`src/rtl/rpn_stack.sv`:
```
// rpn_stack: parametrised RPN operand stack (entry 0 = top) feeding the ALU.
// Ports: Clk/Rst (async active-low), CmdValid+Cmd+Din command input, ErrClr clears the sticky Err;
// T0..T2 top entries, Count occupancy, Full/Empty decodes, Err sticky illegal-command flag.
module rpn_stack #(
  parameter int WIDTH = 8,
  parameter int DEPTH = 8,
  localparam int CW = $clog2(DEPTH + 1)
) (
  input  logic             Clk,
  input  logic             Rst,
  input  logic             CmdValid,
  input  logic [2:0]       Cmd,
  input  logic [WIDTH-1:0] Din,
  input  logic             ErrClr,
  output logic [WIDTH-1:0] T0,
  output logic [WIDTH-1:0] T1,
  output logic [WIDTH-1:0] T2,
  output logic [CW-1:0]    Count,
  output logic             Full,
  output logic             Empty,
  output logic             Err
);
  localparam logic [2:0] C_PUSH = 3'd1;
  localparam logic [2:0] C_POP  = 3'd2;
  localparam logic [2:0] C_DUP  = 3'd3;
  localparam logic [2:0] C_SWAP = 3'd4;
  localparam logic [2:0] C_REP2 = 3'd5;
  localparam logic [2:0] C_CLR  = 3'd6;
  localparam logic [CW-1:0] FULL_CNT = CW'(DEPTH);
  logic [WIDTH-1:0] stk_q [DEPTH];
  logic [WIDTH-1:0] stk_d [DEPTH];
  logic [WIDTH-1:0] dn [DEPTH];
  logic [WIDTH-1:0] up [DEPTH];
  logic [CW-1:0] cnt_q, cnt_d;
  logic err_q, err_d;
  logic full, empty, lt2;
  assign full  = cnt_q == FULL_CNT;
  assign empty = cnt_q == '0;
  assign lt2   = cnt_q < CW'(2);
  // Vacated slots are refilled with zero so entries at index >= Count always read 0.
  always_comb begin
    dn[0] = Din;
    for (int i = 1; i < DEPTH; i++) dn[i] = stk_q[i-1];
    up[DEPTH-1] = '0;
    for (int i = 0; i < DEPTH - 1; i++) up[i] = stk_q[i+1];
  end
  // Illegal commands leave the stack untouched and only set Err; the set overrides ErrClr.
  always_comb begin
    stk_d = stk_q;
    cnt_d = cnt_q;
    err_d = err_q & ~ErrClr;
    if (CmdValid) begin
      case (Cmd)
        C_PUSH: if (full) err_d = 1'b1;
                else begin stk_d = dn; cnt_d = cnt_q + 1'b1; end
        C_POP:  if (empty) err_d = 1'b1;
                else begin stk_d = up; cnt_d = cnt_q - 1'b1; end
        C_DUP:  if (full || empty) err_d = 1'b1;
                else begin stk_d = dn; stk_d[0] = stk_q[0]; cnt_d = cnt_q + 1'b1; end
        C_SWAP: if (lt2) err_d = 1'b1;
                else begin stk_d[0] = stk_q[1]; stk_d[1] = stk_q[0]; end
        C_REP2: if (lt2) err_d = 1'b1;
                else begin stk_d = up; stk_d[0] = Din; cnt_d = cnt_q - 1'b1; end
        C_CLR:  begin
                  for (int i = 0; i < DEPTH; i++) stk_d[i] = '0;
                  cnt_d = '0;
                  err_d = 1'b0;
                end
        default: ;
      endcase
    end
  end
  always_ff @(posedge Clk or negedge Rst) begin
    if (!Rst) begin
      stk_q <= '{default: '0};
      cnt_q <= '0;
      err_q <= 1'b0;
    end else begin
      stk_q <= stk_d;
      cnt_q <= cnt_d;
      err_q <= err_d;
    end
  end
  assign T0    = stk_q[0];
  assign T1    = stk_q[1];
  assign T2    = stk_q[2];
  assign Count = cnt_q;
  assign Full  = full;
  assign Empty = empty;
  assign Err   = err_q;
endmodule
```
`config.mk`:
```
export PLATFORM = sky130hd
export DESIGN_NAME = rpn_stack
export DESIGN_NICKNAME = d
export VERILOG_FILES = /design/src/rtl/rpn_stack.sv
export SDC_FILE = /design/constraint.sdc
export NUM_CORES = 1
export LEC_CHECK = 0
export CAP_MARGIN = 20
export CELL_PAD_IN_SITES_DETAIL_PLACEMENT = 1
export CELL_PAD_IN_SITES_GLOBAL_PLACEMENT = 1
export CORE_MARGIN = 2
export CORE_UTILIZATION = 43
export DETAILED_ROUTE_END_ITERATION = 8
export PLACE_DENSITY_LB_ADDON = 0.1
export SETUP_SLACK_MARGIN = 0.3
export SLEW_MARGIN = 5
export SYNTH_ARGS = -nofsm -noshare
export SYNTH_HDL_FRONTEND = slang
export SYNTH_SLANG_ARGS = --single-unit
```
`constraint.sdc`:
```
create_clock -name Clk -period 2.4 [get_ports Clk]
set_clock_uncertainty 0.15 [all_clocks]
set_input_delay 0.48 -clock Clk [delete_from_list [all_inputs] [get_ports Clk]]
set_output_delay 0.48 -clock Clk [all_outputs]
set_load 0.05 [all_outputs]
```
==> impl_metrics.env, run 1 <==
export IMPL_status="finished, violations left"
export IMPL_violations="negative hold slack"
export IMPL_max_cap_viol_count=0
export IMPL_maxSlewViolCount=0
export IMPL_finalCritPeriodShare=0.911
export IMPL_relSlewSlack=0.540
export IMPL_insertion_delay_ps=350
export IMPL_ys_seq_elements=69
export IMPL_syn2layout_area_growth_pct=29.8
export IMPL_cts_htree_levels=3
export IMPL_place_area_mm2=0.00450
export IMPL_utilization=0.566
export IMPL_root_buffer="clkbuf_8"
export IMPL_total_leakage_power_nw=2.11
export IMPL_end_kind="register"
export IMPL_detail_route_antenna_nets=0
export IMPL_setup_tns_ps=0
export IMPL_core_rowCount=34
export IMPL_yosys_area_top_type_share=0.461
export IMPL_crit_arrival_ps=2270
export IMPL_diodes=0
export IMPL_layout_drive_gt1_share=0.271
export IMPL_cpPeakStageDelay_ps=500
export IMPL_drt_total_wl_mm=11.3
export IMPL_gr_usage_all_layers=0.233
export IMPL_ys_seq_area_frac=0.461
export IMPL_port_buffers=45
export IMPL_cp_cell_sequence="or4_4 > or3_4 > o2111ai_4 > buf_12 > mux2_4"
export IMPL_dr_total_vias=3310
export IMPL_clk_pin_slew_ps=80
export IMPL_final_area_mm2=0.00486
export IMPL_clk_path_buf_depth=2
export IMPL_synth_top_flop_cell="dfrtp_1"
export IMPL_synth_async_reset_ratio=1.00
export IMPL_cp_data_required_time_ps=2490
export IMPL_crit_path_start_kind="register"
export IMPL_p_clk_frac=0.160
export IMPL_grt_max_degree=70
export IMPL_cts_inserted_buffers=9
export IMPL_p_seq_frac=0.375
export IMPL_critPathBufInv=1
export IMPL_critPathKind="reg2reg"
export IMPL_setup_ws_ps=213
export IMPL_critPathMaxFanout=8
export IMPL_period_minus_slack_ps=2190
export IMPL_p_switching_mw=2.78
export IMPL_swShare=0.459
export IMPL_synthCells=383
export IMPL_hold_class="in2async"
export IMPL_setup_viol=0
export IMPL_dp_hpwl_mm=7.08
export IMPL_grt_pass1_wl_mm=17.7
export IMPL_clock_sinks=69
export IMPL_ys_types=48
export IMPL_grt_overflow_total=0
export IMPL_worst_pin_slew_ps=687
export IMPL_synth_area_mm2=0.00374
export IMPL_cts_hold_buffers_added=0
export IMPL_yosysMostFrequentCell="a21oi_1"
export IMPL_final_cells=539
export IMPL_rsz0062_at_grt="yes"
export IMPL_start_util=0.436
export IMPL_fmax_mhz=457
export IMPL_grt_pass1_vias=3417
export IMPL_fin_total_pwr_mw=6.04
export IMPL_synthesis_nets=401
export IMPL_hold_viol=20
export IMPL_die_w_um=97.3
export IMPL_wl_per_cell_um=21.0
export IMPL_place_congestion=0.716
export IMPL_path_delay_family="simple AND/OR/NAND/NOR gates"
export IMPL_synth_commonest_cells="a21oi_1 (83), dfrtp_1 (69), a22oi_1 (40), buf_4 (24), clkbuf_1 (17)"
export IMPL_synth_edff_count=0
export IMPL_numPlacedInstances=513
export IMPL_synth_area_per_cell_um2=9.78
export IMPL_fin_hold_ws_ps=-46.2
export IMPL_combPwrFrac=0.465
export IMPL_drc=0
export IMPL_antenna_found_initial=0
export IMPL_synthTopCellsByArea="dfrtp_1 (46%), a21oi_1 (11%), a22oi_1 (8.0%), buf_4 (4.8%), mux2_2 (3.9%)"
export IMPL_pre_cts_slack_ps=-369
export IMPL_fp_coreArea_mm2=0.00859
export IMPL_cts_tree="yes"
export IMPL_routed_via_density=6.14
export IMPL_vdd_ir_drop_max_uv=762
export IMPL_pwr_density_cell_mw_per_mm2=1240
export IMPL_yosysTopAreaCell="dfrtp_1"
export IMPL_fp_dieArea_mm2=0.00947
export IMPL_drt_iter0_markers=151
export IMPL_dr_pass1_iters=4
export IMPL_fp_dieH_um=97.3
export IMPL_top_level_ports=46
export IMPL_yosys_warnings=0
export IMPL_finalNetCount=444
export IMPL_intPower_mw=3.27
export IMPL_cpMaxStageDelayCell="dfrtp_4"
## power by group through the flow
stage | clock network [mW] | logic (mW) | registers (mW)
2_1_floorplan | 0 | 2.07 | 2.20
3_3_place_gp | 0 | 2.66 | 2.28
3_5_place_dp | 0 | 2.76 | 2.30
4_1_cts | 0.983 | 2.73 | 2.27
5_1_grt | 1.04 | 3.01 | 2.35
6_report | 0.967 | 2.81 | 2.27
## cell type report
cell class,count,area (um^2)
multi-input combinational,248,1870
fill,931,3730
clock buffer,9,124
clock inverter,7,73.8
inverter,6,22.5
tap,108,135
timing repair buffer,92,902
sequential,69,1730
## final timing paths
path                       cells after the start  slack (ps)  endpoint      from
setup / recovery                               5         210     T0[2]  Count[0]
hold / removal                                 2         -50       Err       Rst
setup reg to reg                               5         210     T0[2]  Count[0]
hold reg to reg                                2         360  stk_q[7]  stk_q[7]
max in group asynchronous                      2        1760  Count[0]       Rst
min in group Clk                               2         360  stk_q[7]  stk_q[7]
## worst register-to-register path: stages, from the launching register on
cell and delay [ps]:
dfrtp_4 500, or4_4 500, or3_4 350, o2111ai_4 90, buf_12 170, mux2_4 310
## kinds of logic (layout without fill, tap and decap cells)
group | Yosys count | in the layout | share of synthesized area
adders and majority gates | 3 | 3 | 0.0120
DFF | 69 | 69 | 0.461
and+or+nand+nor | 45 | 45 | 0.0635
xor gates and xnor gates | 1 | 1 | 0.00234
muxes | 18 | 18 | 0.0538
AOI/OAI and AO/OA | 181 | 181 | 0.312
buffers and inverters | 66 | 114 | 0.0956
## placed cells by master (no fill, tap or decap), types with 2 or more instances in the layout
cell,netlist,final
a21oi_1,83,76
a21oi_2,0,6
a221oi_1,16,16
a22o_1,8,8
a22oi_1,40,40
buf_12,0,8
buf_4,24,33
buf_6,0,5
clkbuf_16,0,2
clkbuf_2,0,4
clkbuf_8,0,9
clkdlybuf4s50_1,0,10
clkinv_2,0,2
clkinv_4,0,2
dfrtp_1,69,65
dfrtp_2,0,3
dlygate4sd2_1,0,27
inv_1,5,4
inv_2,1,2
mux2_2,13,5
mux2_4,0,11
nand2_1,11,11
nand2b_1,4,4
nor2_1,12,11
nor2_4,0,3
o211a_1,2,2
o211ai_1,2,2
o21ai_0,8,8
o21ai_1,6,5
o31ai_1,8,8
or2_4,0,2
## flip-flops by register name, summed over array words and instances (netlist names)
| register | cells |
|---|---|
| dn | 32 |
| T0 | 8 |
| T1 | 8 |
| T2 | 8 |
| stk_q | 8 |
| Count | 4 |
| Err | 1 |
## per-layer routing
metal  up-vias  track usage  part of all wire
met5         -            0                 0
met3        10       0.0317             0.026
met1      1725        0.293              0.43
met2        59        0.416              0.54
met4         0       0.0737             0.012
li1       1516            -                 -
## what timing repair did
action,CTS,global route
endpoints found under the hold margin,0,0
gates resized for setup,45,16
cloned,0,4
setup buffers,5,1
pin swaps,6,0
endpoints found under the setup margin,100,74
Note: power is estimated with default switching activity, not from simulation.
==> run 2: changes to the inputs <==
==> constraint.sdc (replaced) <==
create_clock -name Clk -period 2.4 [get_ports Clk]
set_clock_uncertainty 0.15 [all_clocks]
set_input_delay 0.24 -clock Clk [delete_from_list [all_inputs] [get_ports Clk]]
set_output_delay 0.24 -clock Clk [all_outputs]
set_load 0.05 [all_outputs]
==> run 2 against run 1 <==
- the flow now finishes without violations
- hold slack better by 220 ps
- routed wire length rose by 5.3%
- global-route usage down 0.33 points
- core utilization up 1.4 points
- critical path depth stayed put
- worst setup slack got worse by 16 ps
- sequential power hardly changed
- via count is 1.9% higher
- flip-flop and latch count stayed put
- first-iteration DRC count rose by 6.6%
- combinational power up 7.1%
- critical path type unchanged
- critical endpoint is now T0[0]
- highest routed layer unchanged
==> impl_metrics.env, run 2 (synthesis gave the netlist of run 1 again) <==
export IMPL_cpMaxStageDelayCell="or4_4"
export IMPL_cts_htree_levels=3
export IMPL_gr_usage_all_layers=0.230
export IMPL_insertion_delay_ps=350
export IMPL_grt_overflow_total=0
export IMPL_end_kind="register"
export IMPL_layout_common_cells="dfrtp_1 (65), a21oi_1 (48), a22oi_1 (40)"
export IMPL_drt_total_wl_mm=11.9
export IMPL_cpPeakStageDelay_ps=530
export IMPL_critPathMaxFanout=8
export IMPL_port_buffers=45
export IMPL_place_congestion=0.752
export IMPL_dr_pass1_iters=4
export IMPL_finalCritPeriodShare=0.918
export IMPL_pre_cts_slack_ps=-236
export IMPL_hold_viol=0
export IMPL_detail_route_antenna_nets=0
export IMPL_setup_tns_ps=0
export IMPL_cp_data_required_time_ps=2470
export IMPL_finalNetCount=441
export IMPL_fp_dieH_um=97.3
export IMPL_die_w_um=97.3
export IMPL_grt_pass1_wl_mm=17.7
export IMPL_critPathKind="reg2reg"
export IMPL_drt_iter0_markers=161
export IMPL_clk_path_buf_depth=2
export IMPL_layout_drive_gt1_share=0.320
export IMPL_antenna_found_initial=0
export IMPL_cts_inserted_buffers=9
export IMPL_setup_ws_ps=197
export IMPL_fp_dieArea_mm2=0.00947
export IMPL_crit_arrival_ps=2280
export IMPL_syn2layout_area_growth_pct=33.0
export IMPL_hold_class="in2async"
export IMPL_maxSlewViolCount=0
export IMPL_dr_total_vias=3374
export IMPL_largest_reg_flops=32
export IMPL_period_minus_slack_ps=2200
export IMPL_pwr_density_cell_mw_per_mm2=1240
export IMPL_worst_pin_slew_ps=651
export IMPL_relSlewSlack=0.564
export IMPL_final_common_cell="dfrtp_1"
export IMPL_drc=0
export IMPL_status="completed"
export IMPL_critPathBufInv=1
export IMPL_setup_viol=0
export IMPL_wl_per_cell_um=22.2
export IMPL_rsz0062_at_grt="yes"
export IMPL_clk_pin_slew_ps=90
export IMPL_clock_sinks=69
export IMPL_cts_tree="yes"
export IMPL_max_cap_viol_count=0
export IMPL_routed_via_density=6.29
export IMPL_diodes=0
export IMPL_vdd_ir_drop_max_uv=715
export IMPL_crit_path_start_kind="register"
export IMPL_cp_cell_sequence="or4_4 > or3_4 > o2111ai_4 > buf_12 > mux2_2"
export IMPL_total_leakage_power_nw=2.08
export IMPL_fp_coreArea_mm2=0.00859
export IMPL_start_util=0.436
export IMPL_grt_pass1_vias=3412
export IMPL_fmax_mhz=454
export IMPL_path_delay_family="simple AND/OR/NAND/NOR gates"
export IMPL_core_rowCount=34
export IMPL_top_level_ports=46
export IMPL_grt_max_degree=49
export IMPL_dp_hpwl_mm=6.67
export IMPL_root_buffer="clkbuf_8"
## run 2: per-layer routing
metal / share of wire / global-route usage
met1: 0.44 / 0.303
met2: 0.51 / 0.398
met3: 0.034 / 0.0417
met4: 0.013 / 0.0491
met5: 0 / 0
## run 2: power by group
part / internal (mW) / switching, mW
logic: 1.25 / 1.75
clock network: 0.400 / 0.480
registers: 1.68 / 0.613
## run 2: path summary, 6_finish.rpt
kind                          start       end  slack, ps  cells after the start
setup / recovery           Count[0]     T0[0]        200                      5
hold / removal                  Rst  Count[3]        170                      2
setup reg to reg           Count[0]     T0[0]        200                      5
hold reg to reg            stk_q[6]  stk_q[6]        360                      2
max in group asynchronous       Rst    dn[26]       1200                      3
min in group Clk             Cmd[1]       Err        240                      3
## run 2: cell type report
type	instances	area [um^2]
clock buffers	10	138
inverters	6	22.5
fillers	900	3610
multi-input cells	249	1940
repair buffers	88	972
flip-flops and latches	69	1730
clock inverters	6	38.8
well taps	108	135
## run 2: repair_timing
action | CTS | global route
gates resized for setup | 16 | 61
buffers inserted | 7 | 1
hold buffers | 1 | 0
pin swaps | 2 | 1
endpoints found under the setup margin | 34 | 68
cloned | 0 | 10
endpoints found under the hold margin | 11 | 0
## run 2: stage by stage
step | hold WS (ps) | instances | total power, mW | util | instance area (um^2)
floorplan | -206 | 383 | 4.17 | - | 3820
global placement | 7.58 | 501 | 4.79 | 0.502 | 4310
detailed placement | 10.8 | 501 | 4.89 | 0.502 | 4310
CTS | 169 | 525 | 5.88 | 0.536 | 4610
global route | 186 | 536 | 6.53 | 0.580 | 4980
finish | 173 | 536 | 6.18 | 0.580 | 4980
==> run 3: changes to the inputs <==
--- a/config.mk
+++ b/config.mk
@@ -11,7 +11,9 @@
 export CORE_MARGIN = 2
 export CORE_UTILIZATION = 43
 export DETAILED_ROUTE_END_ITERATION = 8
+export MAX_ROUTING_LAYER = met4
 export PLACE_DENSITY_LB_ADDON = 0.1
+export REMOVE_ABC_BUFFERS = 1
 export SETUP_SLACK_MARGIN = 0.3
 export SLEW_MARGIN = 5
 export SYNTH_ARGS = -nofsm -noshare
==> run 3 against run 2 <==
- die area unchanged
- via count decreased by 1.6%
- clock power increased by 16%
- flip-flop and latch count unchanged
- sequential power decreased by 2%
- largest cell class unchanged
- global-route usage increased by 1.8 points
==> impl_metrics.env, run 3 (synthesis gave the netlist of run 1 again) <==
export IMPL_status="completed"
export IMPL_pre_cts_slack_ps=-334
export IMPL_drc=0
export IMPL_fmax_mhz=460
export IMPL_cpPeakStageDelay_ps=500
export IMPL_clk_path_buf_depth=2
export IMPL_fp_coreArea_mm2=0.00859
export IMPL_antenna_found_initial=0
export IMPL_start_util=0.436
export IMPL_setup_ws_ps=226
export IMPL_regToRegStartpoint="Count[1]"
export IMPL_routed_via_density=6.22
export IMPL_dr_total_vias=3319
export IMPL_gr_usage_all_layers=0.248
export IMPL_cts_tree="yes"
export IMPL_fp_dieH_um=97.3
export IMPL_hold_viol=0
export IMPL_final_area_mm2=0.00475
export IMPL_detail_route_antenna_nets=0
export IMPL_place_congestion=0.881
export IMPL_die_w_um=97.3
export IMPL_diodes=0
export IMPL_total_leakage_power_nw=2.02
export IMPL_fp_dieArea_mm2=0.00947
export IMPL_port_buffers=45
export IMPL_setup_viol=0
export IMPL_worst_pin_slew_ps=520
export IMPL_finalCritPeriodShare=0.906
export IMPL_hold_class="in2reg"
export IMPL_grt_pass1_vias=3544
export IMPL_layout_drive_gt1_share=0.218
export IMPL_vdd_ir_drop_max_uv=811
export IMPL_cts_inserted_buffers=9
export IMPL_crit_path_start_kind="register"
export IMPL_grt_max_degree=70
export IMPL_dr_pass1_iters=4
export IMPL_crit_arrival_ps=2260
export IMPL_critPathMaxFanout=8
export IMPL_r2r_end="T0[4]"
export IMPL_min_path_cells=3
export IMPL_largest_reg_flops=32
export IMPL_fill_cells=941
export IMPL_fin_total_pwr_mw=6.07
export IMPL_insertion_delay_ps=350
export IMPL_pwr_density_cell_mw_per_mm2=1280
export IMPL_finalNetCount=439
export IMPL_path_delay_family="simple AND/OR/NAND/NOR gates"
export IMPL_clk_pin_slew_ps=80
export IMPL_drt_iter0_markers=113
export IMPL_cpMaxStageDelayCell="or4_4"
export IMPL_critPathBufInv=1
export IMPL_grt_overflow_total=0
export IMPL_end_kind="register"
export IMPL_root_buffer="clkbuf_8"
export IMPL_hold_end="Err"
export IMPL_fin_hold_ws_ps=215
export IMPL_period_minus_slack_ps=2170
export IMPL_setup_tns_ps=0
export IMPL_maxSlewViolCount=0
export IMPL_dp_hpwl_mm=7.04
export IMPL_final_common_cell="a21oi_1"
export IMPL_clock_sinks=69
export IMPL_core_rowCount=34
export IMPL_r2r_cells=5
export IMPL_cp_cell_sequence="or4_4 > or3_4 > o2111ai_4 > buf_12 > mux2_2"
export IMPL_drt_total_wl_mm=11.1
export IMPL_multi_input_area_mm2=0.00178
export IMPL_hold_path_startpoint="Cmd[1]"
export IMPL_critPathKind="reg2reg"
export IMPL_cp_data_required_time_ps=2490
export IMPL_layout_common_cells="a21oi_1 (80), dfrtp_1 (67), a22oi_1 (40)"
export IMPL_rsz0062_at_grt="yes"
export IMPL_place_area_mm2=0.00435
export IMPL_grt_pass1_wl_mm=18.5
export IMPL_wl_per_cell_um=20.8
export IMPL_cts_htree_levels=3
export IMPL_top_level_ports=46
export IMPL_relSlewSlack=0.655
export IMPL_seq_area_mm2=0.00173
export IMPL_syn2layout_area_growth_pct=26.8
export IMPL_max_cap_viol_count=0
export IMPL_r2r_setup_slack_ps=230
run 3: cell count changes in the layout (fill, tap and decap cells not counted), sizes merged, moves of 2 or more:
cell,before,now
clkbuf,17,12
buf,38,44
dlymetal6s2s,5,3
clkinv,4,1
dlygate4sd2,2,4
run 3: power by group:
group	switching [mW]	total, mW	internal (mW)
registers	0.562	2.24	1.67
clock network	0.477	1.02	0.543
logic	1.67	2.82	1.14
total	2.71	6.07	3.36
run 3: what timing repair did:
item | CTS | global route
pin swaps | 0 | 1
resized for setup | 19 | 14
endpoints found under the hold margin | 69 | 0
hold buffers | 1 | 0
endpoints found under the setup margin | 24 | 69
buffers inserted | 3 | 2
run 3: final cells by class:
cell class              count  share of cell area
well taps                 108              0.0285
flip-flops and latches     69               0.364
inverters                   6             0.00474
repair buffers             87               0.184
multi-input cells         248               0.375
clock buffers              12              0.0327
clock inverters             4              0.0116
run 3: tightest hold or removal path, cell delays in order:
cell            delay [ps]
dlymetal6s2s_1         150
buf_4                  180
a32oi_1                100
run 3: worst max path at each step:
stage             start  slack, ps  depth (start not counted)       end
6_report       Count[1]        230                          5     T0[4]
5_1_grt        Count[1]        180                          5     T0[5]
4_1_cts        Count[0]        220                          5     T0[4]
3_5_place_dp     Cmd[2]       -330                          7     T0[7]
3_3_place_gp     Cmd[2]       -250                          7     T0[7]
2_1_floorplan  Count[1]       -720                          4  Count[3]
run 3: per-layer routing:
metal	track usage	routed length [um]	up-vias
met5	-	0	-
met4	0.0823	198	0
met3	0.0273	364	17
met2	0.396	5400	81
met1	0.334	5160	1716
li1	-	-	1505
run 3: metrics by stage:
step	std cells	utilization
global route	534	0.552
CTS	532	0.544
floorplan	323	-
global placement	512	0.506
detailed placement	512	0.506
finish	534	0.552
